`config.mk`:
```
export PLATFORM = sky130hd
export DESIGN_NAME = simon_seq_engine
export DESIGN_NICKNAME = d
export VERILOG_FILES = /design/src/rtl/simon_seq_engine.sv
export SDC_FILE = /design/constraint.sdc
export NUM_CORES = 1
export LEC_CHECK = 0
export ABC_AREA = 1
export CAP_MARGIN = 10
export CORE_UTILIZATION = 30
export CTS_BUF_LIST = sky130_fd_sc_hd__clkbuf_4
export CTS_CLUSTER_DIAMETER = 100
export DETAILED_ROUTE_END_ITERATION = 7
export PLACE_DENSITY = 0.54
export SLEW_MARGIN = 25
export SYNTH_ARGS = -nofsm -noshare
export SYNTH_HDL_FRONTEND = slang
export SYNTH_SLANG_ARGS = --single-unit
```
`constraint.sdc`:
```
create_clock -name clk -period 2.95 [get_ports clk]
set_input_delay 0.59 -clock clk [delete_from_list [all_inputs] [get_ports clk]]
set_output_delay 0.59 -clock clk [all_outputs]
set_load 0.005 [all_outputs]
```
`src/rtl/simon_seq_engine.sv`:
```
`default_nettype none
// ============================================================================
// Module      : simon_seq_engine
// Description : Simon game engine. Records player patterns, plays the whole
//               sequence back, checks the repeat, and loops the sequence
//               forever on a failed repeat or a win.
// Revision    : 1.0 - initial release
// ============================================================================
module simon_seq_engine #(
  parameter int N_BTN       = 4,
  parameter int ADDR_W      = 6,
  parameter int STEP_CYCLES = 4
) (
  input  logic              clk,
  input  logic              rst,
  input  logic              level,
  input  logic [N_BTN-1:0]  pattern,
  input  logic              enter,
  output logic [N_BTN-1:0]  pattern_leds,
  output logic [2:0]        mode_leds,
  output logic [ADDR_W:0]   seq_len,
  output logic              fail,
  output logic              full
);

  localparam int c_depth   = 2**ADDR_W;
  localparam int c_timer_w = (STEP_CYCLES > 1) ? $clog2(STEP_CYCLES) : 1;

  localparam logic [c_timer_w-1:0] c_timer_last = c_timer_w'(STEP_CYCLES - 1);
  localparam logic [ADDR_W:0]      c_depth_len  = (ADDR_W+1)'(c_depth);

  localparam logic [2:0] c_mode_input    = 3'b001;
  localparam logic [2:0] c_mode_playback = 3'b010;
  localparam logic [2:0] c_mode_repeat   = 3'b100;
  localparam logic [2:0] c_mode_done     = 3'b111;

  typedef enum logic [1:0] {
    ST_INPUT    = 2'd0,
    ST_PLAYBACK = 2'd1,
    ST_REPEAT   = 2'd2,
    ST_DONE     = 2'd3
  } state_t;

  state_t                 r_state;
  logic [N_BTN-1:0]       r_mem [c_depth];
  logic [ADDR_W-1:0]      r_play_idx;
  logic [ADDR_W-1:0]      r_rep_idx;
  logic [ADDR_W-1:0]      r_done_idx;
  logic [c_timer_w-1:0]   r_timer;

  logic                   w_onehot;
  logic                   w_legal;
  logic                   w_timer_exp;
  logic [ADDR_W:0]        w_seq_last;
  logic                   w_play_last;
  logic                   w_rep_last;
  logic                   w_done_last;
  logic [ADDR_W-1:0]      w_wr_idx;
  logic [N_BTN-1:0]       w_play_data;
  logic [N_BTN-1:0]       w_rep_data;
  logic [N_BTN-1:0]       w_done_data;

  assign w_onehot    = ((pattern & (pattern - 1'b1)) == '0);
  assign w_legal     = (pattern != '0) && (level || w_onehot);
  assign w_timer_exp = (r_timer == c_timer_last);

  // Index compares are done at ADDR_W+1 bits so a full sequence (seq_len == DEPTH) works.
  assign w_seq_last  = seq_len - (ADDR_W+1)'(1);
  assign w_play_last = ({1'b0, r_play_idx} == w_seq_last);
  assign w_rep_last  = ({1'b0, r_rep_idx}  == w_seq_last);
  assign w_done_last = ({1'b0, r_done_idx} == w_seq_last);
  assign w_wr_idx    = seq_len[ADDR_W-1:0];

  assign w_play_data = r_mem[r_play_idx];
  assign w_rep_data  = r_mem[r_rep_idx];
  assign w_done_data = r_mem[r_done_idx];

  always_ff @(posedge clk) begin
    if (rst) begin
      r_state      <= ST_INPUT;
      mode_leds    <= c_mode_input;
      pattern_leds <= '0;
      seq_len      <= '0;
      r_play_idx   <= '0;
      r_rep_idx    <= '0;
      r_done_idx   <= '0;
      r_timer      <= '0;
      fail         <= 1'b0;
      full         <= 1'b0;
    end else begin
      fail <= 1'b0;
      case (r_state)
        ST_INPUT: begin
          pattern_leds <= pattern;
          if (enter && w_legal && !full) begin
            r_mem[w_wr_idx] <= pattern;
            seq_len         <= seq_len + 1'b1;
            full            <= ((seq_len + 1'b1) == c_depth_len);
            r_play_idx      <= '0;
            r_timer         <= '0;
            r_state         <= ST_PLAYBACK;
            mode_leds       <= c_mode_playback;
          end
        end

        ST_PLAYBACK: begin
          if (w_timer_exp) begin
            r_timer <= '0;
            if (w_play_last) begin
              r_rep_idx    <= '0;
              pattern_leds <= '0;
              r_state      <= ST_REPEAT;
              mode_leds    <= c_mode_repeat;
            end else begin
              pattern_leds <= w_play_data;
              r_play_idx   <= r_play_idx + 1'b1;
            end
          end else begin
            pattern_leds <= w_play_data;
            r_timer      <= r_timer + 1'b1;
          end
        end

        ST_REPEAT: begin
          pattern_leds <= pattern;
          if (enter) begin
            if (pattern == w_rep_data) begin
              if (!w_rep_last) begin
                r_rep_idx <= r_rep_idx + 1'b1;
              end else if (full) begin
                r_done_idx <= '0;
                r_timer    <= '0;
                r_state    <= ST_DONE;
                mode_leds  <= c_mode_done;
              end else begin
                r_state    <= ST_INPUT;
                mode_leds  <= c_mode_input;
              end
            end else begin
              fail       <= 1'b1;
              r_done_idx <= '0;
              r_timer    <= '0;
              r_state    <= ST_DONE;
              mode_leds  <= c_mode_done;
            end
          end
        end

        ST_DONE: begin
          // Endless replay of the stored sequence; only rst leaves this state.
          pattern_leds <= w_done_data;
          if (w_timer_exp) begin
            r_timer    <= '0;
            r_done_idx <= w_done_last ? '0 : r_done_idx + 1'b1;
          end else begin
            r_timer <= r_timer + 1'b1;
          end
        end

        default: begin
          r_state   <= ST_INPUT;
          mode_leds <= c_mode_input;
        end
      endcase
    end
  end

endmodule
`default_nettype wire

```
==> results.cfg <==
[grt]
grt_max_degree = 72
grt_pass1_vias = 17263
grt_pass1_wl_um = 110000
grt-ovfl-total = 0
grt.total_usage = 0.243
antenna_found_initial = 2

[timing]
max_slew_margin = 0.383
setup_viol = 0
maxSlewViolCount = 0
rsz0062_at_grt = true
timing.hold.ws_ps = 315
worst_pin_slew_ps = 925
skew_ps = 71.7
fmax_ghz = 0.356
fin_crit_sh = 0.951
min_period_ps = 2810
hold_violations = 0
layout_setup_ws_ps = 145

[logic_synthesis]
syn_area_um2 = 17800
synth_cells = 2272
syn_avg_cell_area_um2 = 7.85
yosys_warnings = 0
synth_cell_types = 38
yosysSeqAreaShare = 0.491
ys_seq_elements = 310
synth_nets = 2290

[setup_path]
crit_fanout = 24
required_ps = 3690
start_kind = flop
rr_worst_depth = 11
worstPathArrival_ps = 3540
crit_type = flop to flop
end_kind = flop

[place]
port_buffers = 23
pre_cts_slack_ps = -243
place_congestion = 0.925
dp_hpwl_um = 48900

[pwr]
power.total_mw = 16.8
intPower_mw = 9.44
p_clk_frac = 0.246
power.switching_mw = 7.35
p_comb_frac = 0.450
p_seq_frac = 0.304
p_leak_nw = 7.84
peakVddDrop_mv = 0.398
p_sw_frac = 0.438
powerDensity_nw_per_um2 = 795

[clocking]
cts_tree = yes
cts_buffers = 85
cts-root-buf = clkbuf_4
clkSinkCount = 310
clock_path_buffers = 3
insertion_delay_ps = 850
htreeDepth = 3
cts_hold_buf = 0
path_clk_slew_ps = 70

[floorplanning]
dieArea_um2 = 60500
die_w_um = 246
core_area_um2 = 58900
start_util = 0.303
io-pin-count = 24
fp.dieH_um = 246
rows = 89

[job]
maxCapViolations = 0

[hold_path]
min_path_type = primary input to flop
worst_hold_path.num_cells = 2

[cells_and_area]
drive_gt1_frac = 0.135
nFillCells = 6084
syn_to_final_growth_pct = 18.4
final_nets = 2407

[drt]
postRouteAntennaNets = 0
drtIter0Drc = 2810
route.detailed.drc = 0
avgRoutedWirePerCell_um = 23.0
vias = 18427
wl_um = 74300
via_per_inst = 5.70
first_pass_iters = 6

[outcome]
run_status = complete, no violations
[worst max-delay path: stages (launching register included)]
cell	delay [ps]
dfxtp_2	340
inv_2	590
buf_4	330
o21ai_0	100
o221ai_1	260
nand3_1	220
nand3_1	130
nand3_1	110
a21oi_1	150
o21ai_0	90
a21oi_1	240
buf_4	170
[placed cells by master (no fill, tap or decap), drive strengths merged]
cell type / Yosys / routed
ha: 10 / 10
o22ai: 88 / 88
nand3: 301 / 301
a211oi: 2 / 2
nand3b: 1 / 1
nand2: 454 / 454
o221ai: 48 / 48
nand4: 9 / 9
clkbuf: 122 / 108
clkdlybuf4s50: 0 / 19
xnor2: 6 / 6
o21bai: 3 / 3
nor4: 2 / 2
dfxtp: 54 / 54
nor2: 411 / 411
xor2: 18 / 18
a32o: 5 / 5
a32oi: 1 / 1
o21a: 3 / 3
o32ai: 1 / 1
o311ai: 2 / 2
edfxtp: 256 / 256
clkinv: 3 / 43
bufinv: 0 / 5
a21oi: 39 / 39
o21ai: 308 / 308
buf: 40 / 173
diode: 0 / 1
o211ai: 5 / 5
a41oi: 1 / 1
inv: 68 / 69
o31ai: 2 / 2
nor3: 9 / 9
[timing repair]
item | 4_1_cts | 5_1_grt
gates resized for setup | 0 | 12
setup buffers | 0 | 0
setup endpoints to repair | 0 | 22
[worst paths after layout]
check | slack, ps | end | from
max | 140 | pattern_leds[1] | flop
min | 310 | r_mem[55][1] | pattern[1]
max reg2reg | 140 | pattern_leds[1] | flop
min reg2reg | 510 | mode_leds[0] | mode_leds[0]
[Yosys cell counts]
| cell type | instances | area share |
|---|---|---|
| nor4_1 | 2 | 0.00070 |
| o21ai_0 | 304 | 0.085 |
| buf_2 | 25 | 0.0070 |
| inv_2 | 12 | 0.0025 |
| o311ai_0 | 2 | 0.00098 |
| nand2_2 | 2 | 0.00070 |
| o21bai_1 | 3 | 0.0013 |
| a32o_1 | 5 | 0.0028 |
| o22ai_1 | 88 | 0.031 |
| xor2_2 | 1 | 0.00091 |
| edfxtp_1 | 256 | 0.43 |
| nand4_1 | 9 | 0.0032 |
| nand3_2 | 2 | 0.0011 |
| a21oi_1 | 39 | 0.011 |
| a32oi_1 | 1 | 0.00049 |
| o32ai_1 | 1 | 0.00049 |
| a41oi_1 | 1 | 0.00049 |
| buf_4 | 5 | 0.0021 |
| clkbuf_1 | 122 | 0.026 |
| nor2_1 | 410 | 0.086 |
| xor2_1 | 17 | 0.0083 |
| nand2_1 | 452 | 0.095 |
| nand3_1 | 299 | 0.084 |
| clkinv_1 | 3 | 0.00063 |
| dfxtp_1 | 54 | 0.061 |
| inv_1 | 56 | 0.012 |
| xnor2_1 | 6 | 0.0029 |
| o21ai_1 | 4 | 0.0011 |
| nor3_1 | 9 | 0.0025 |
| ha_1 | 10 | 0.0070 |
| nor2_2 | 1 | 0.00035 |
| a211oi_1 | 2 | 0.00084 |
| o31ai_1 | 2 | 0.00084 |
| o221ai_1 | 48 | 0.024 |
| nand3b_1 | 1 | 0.00042 |
| buf_1 | 10 | 0.0021 |
| o211ai_1 | 5 | 0.0021 |
| o21a_1 | 3 | 0.0013 |
[layer usage]
metal,vias up,GRT usage,wire length [µm]
met5,-,0,18
met4,2,0.115,3310
met3,189,0.0446,7130
met2,1168,0.388,34200
met1,8805,0.317,29700
li1,8263,-,-
[power by group through the flow]
stage	clock network, mW	registers (mW)	logic (mW)
2_1_floorplan	0	5.10	4.42
3_3_place_gp	0	5.20	7.23
3_5_place_dp	0	5.20	7.29
4_1_cts	4.23	5.11	7.32
5_1_grt	4.42	5.13	8.11
6_report	4.13	5.11	7.55
[layout make-up]
| class | instances | area (µm²) | share of cell area |
|---|---|---|---|
| timing repair buffer | 192 | 1790 | 0.0845 |
| multi-input combinational | 1729 | 8190 | 0.388 |
| clock inverter | 46 | 317 | 0.0150 |
| sequential | 310 | 8780 | 0.416 |
| inverter | 71 | 272 | 0.0129 |
| tap | 773 | 967 | 0.0458 |
| antenna | 1 | 2.50 | 0.000118 |
| clock buffer | 108 | 811 | 0.0384 |
[sequential cells by signal, indices dropped and copies added (netlist names), named ones only]
register      flops
r_rep_idx         6
r_play_idx        6
r_mem           256
pattern_leds      4
seq_len           7
mode_leds         3
r_done_idx        6
fail              1
r_timer           2
full              1
[stage by stage]
step | area (µm²) | utilization | setup TNS [ps] | cells
2_1_floorplan | 17800 | - | 0 | 2272
3_3_place_gp | 19900 | 0.338 | -20900 | 3075
3_5_place_dp | 19900 | 0.338 | -16710 | 3075
4_1_cts | 21100 | 0.358 | 0 | 3229
5_1_grt | 21100 | 0.359 | -10.6 | 3230
6_report | 21100 | 0.359 | 0 | 3230
[kinds of logic (layout without fill, tap and decap cells)]
logic type,count (synthesis),in the layout,share of synthesized area
adder cells (fa/ha/maj),10,10,0.00701
flip-flops,310,310,0.491
other,0,1,0
AO/OA/AOI/OAI,508,508,0.163
XOR/XNOR,24,24,0.0122
buffers and inverters,233,417,0.0518
AND/OR/NAND/NOR,1187,1187,0.274
No activity file was read; power rests on OpenSTA's default activity.
==> RTL edit (same settings) <==
The 4 states of `state_t` get a Gray code encoding in 2 bits.
--- a/src/rtl/simon_seq_engine.sv
+++ b/src/rtl/simon_seq_engine.sv
@@ -36,8 +36,8 @@
 
   typedef enum logic [1:0] {
-    ST_INPUT    = 2'd0,
-    ST_PLAYBACK = 2'd1,
-    ST_REPEAT   = 2'd2,
-    ST_DONE     = 2'd3
+    ST_INPUT    = 2'b00,
+    ST_PLAYBACK = 2'b01,
+    ST_REPEAT   = 2'b11,
+    ST_DONE     = 2'b10
   } state_t;
 
Function: same outputs for any inputs over 4 cycles, from zero or initial values and one cycle with rst high; so few cycles prove little.
==> RTL edit against the original RTL <==
  * Power is 1.1% lower
  * Synthesized area is 0.50% higher
  * Largest cell class unchanged
  * Sequential cell count is 1 higher
  * Synthesized cell count is 0.75% lower
  * Cell area is 0.56% lower
  * Setup slack better by 0.0047 ns
  * Highest routed layer unchanged
  * Clock skew is 0.017 ns higher
  * Routed wire length is 0.79% higher
  * Global-route usage hardly changed
  * Fmax is 0.17% higher
==> RTL edit: results (changes against the original RTL) <==
routed wl met2 - 33.5 mm (-2.0%)
critical hold path startpoint - pattern[0]
end of the worst hold path - r_mem[39][0]
Nets - 2373 (-1.4%)
nonclk buf count - 167 (-13%)
diodes inserted - 3 (+2)
1st-iter DRT viols - 2611 (-7.1%)
Layout non-clock buf frac - 7.85% (-0.60 points)
met2 Track Usage GR - 37.5% (-1.4 points)
cts bufs inserted - 90 (+5.9%)
GRT Util Overall - 24.3% (about the same)
Crit path largest cell delay - 0.44 ns (-0.15 ns)
Synth Area in XOR/XNOR - 0.879% (-0.34 points)
Seq/Total Area, Yosys - 49.0% (-0.13 points)
met1 usage - 31.4% (-0.35 points)
GP Congestion - 0.961 (+3.8%)
fraction of area in multi-input gates - 38.7% (about the same)
vias in the first global route - 17300 (+0.43%)
Area contributors post-synth - edfxtp_1 43%, nand2_1 9.4%, o21ai_0 8.3%
syn_nets - 2274 (-0.70%)
ClkCell Share - 5.48% (+0.14 points)
area of the mapped netlist - 17900 µm² (+0.50%)
Post-Route M1 WL - 29.9 mm (+0.71%)
Synth Area in Adders - 0.768% (+0.066 points)
Crit path max-delay family - simple AND/OR/NAND/NOR gates
area delta synth->final - 17.1%
maximum fanout along the worst path - 33 (+38%)
Avg Vias per Cell - 5.76 (+0.97%)
dpl cell area - 19800 µm² (-0.80%)
Rel. slew slack - 41.5% (+3.2 points)
first-pass GRT wire length - 110 mm (+0.48%)
hold depth - 1 (-1)
Yosys reg bits - 311 (+0.32%)
grt met3 use - 5.99% (+1.5 points)
Synth Area in Compound Gates - 16.4% (+0.066 points)
P_leak - 7.78 nW (-0.80%)
outcome - completed
Slowest-stage cell, CP - dfxtp_4
Worst VDD drop - 0.433 mV (+8.8%)
later-pin clock latency in the skew report - 0.88 ns (+0.03 ns)
post-synth cell types - 47 (+24%)
comb_multi_in - 1711 (-1.0%)
length of routed met3 wiring - 7.81 mm (+9.5%)
initial antenna violation count - 3 (+1)
Post-DP HPWL - 48.9 mm (-0.11%)
Place WS - -0.231 ns (+0.0112 ns)
WL per Instance - 23.4 µm (+1.8%)
Clock Skews - 0.0887 ns (+0.0170 ns)
fillers - 6115 (+0.51%)
Seq/total area - 41.9% (+0.33 points)
[RTL edit: cell count changes after synthesis, sizes merged, moves of 8 or more]
| cell | change |
|---|---|
| nor2 | -11 |
| a21oi | +11 |
| nand3 | -14 |
| o22ai | -8 |
| clkbuf | -15 |
| buf | +13 |
[RTL edit: what timing repair did]
item,in CTS,in global routing
endpoints found under the setup margin,0,17
gates resized for setup,0,6
buffers inserted,0,2
[RTL edit: metrics by stage]
stage	hold slack, ns	std cells	utilization [%]	total power [W]
after global routing	0.0504	3197	35.6	0.0174
after CTS	0.0508	3192	35.5	0.0164
after detailed placement	0.470	3032	33.5	0.0122
after floorplan	0.459	2255	-	0.00945
final	0.114	3198	35.6	0.0166
after global placement	0.465	3032	33.5	0.0122
[RTL edit: kinds of logic after synthesis]
family	after synthesis
buf+inv	233
simple gates	1170
fa+ha+maj	11
compound gates	512
flops	311
xor+xnor	18
[RTL edit: report_power, final]
part           switching, W  internal (W)
combinational       0.00498       0.00231
clock               0.00198       0.00217
sequential         0.000243       0.00492
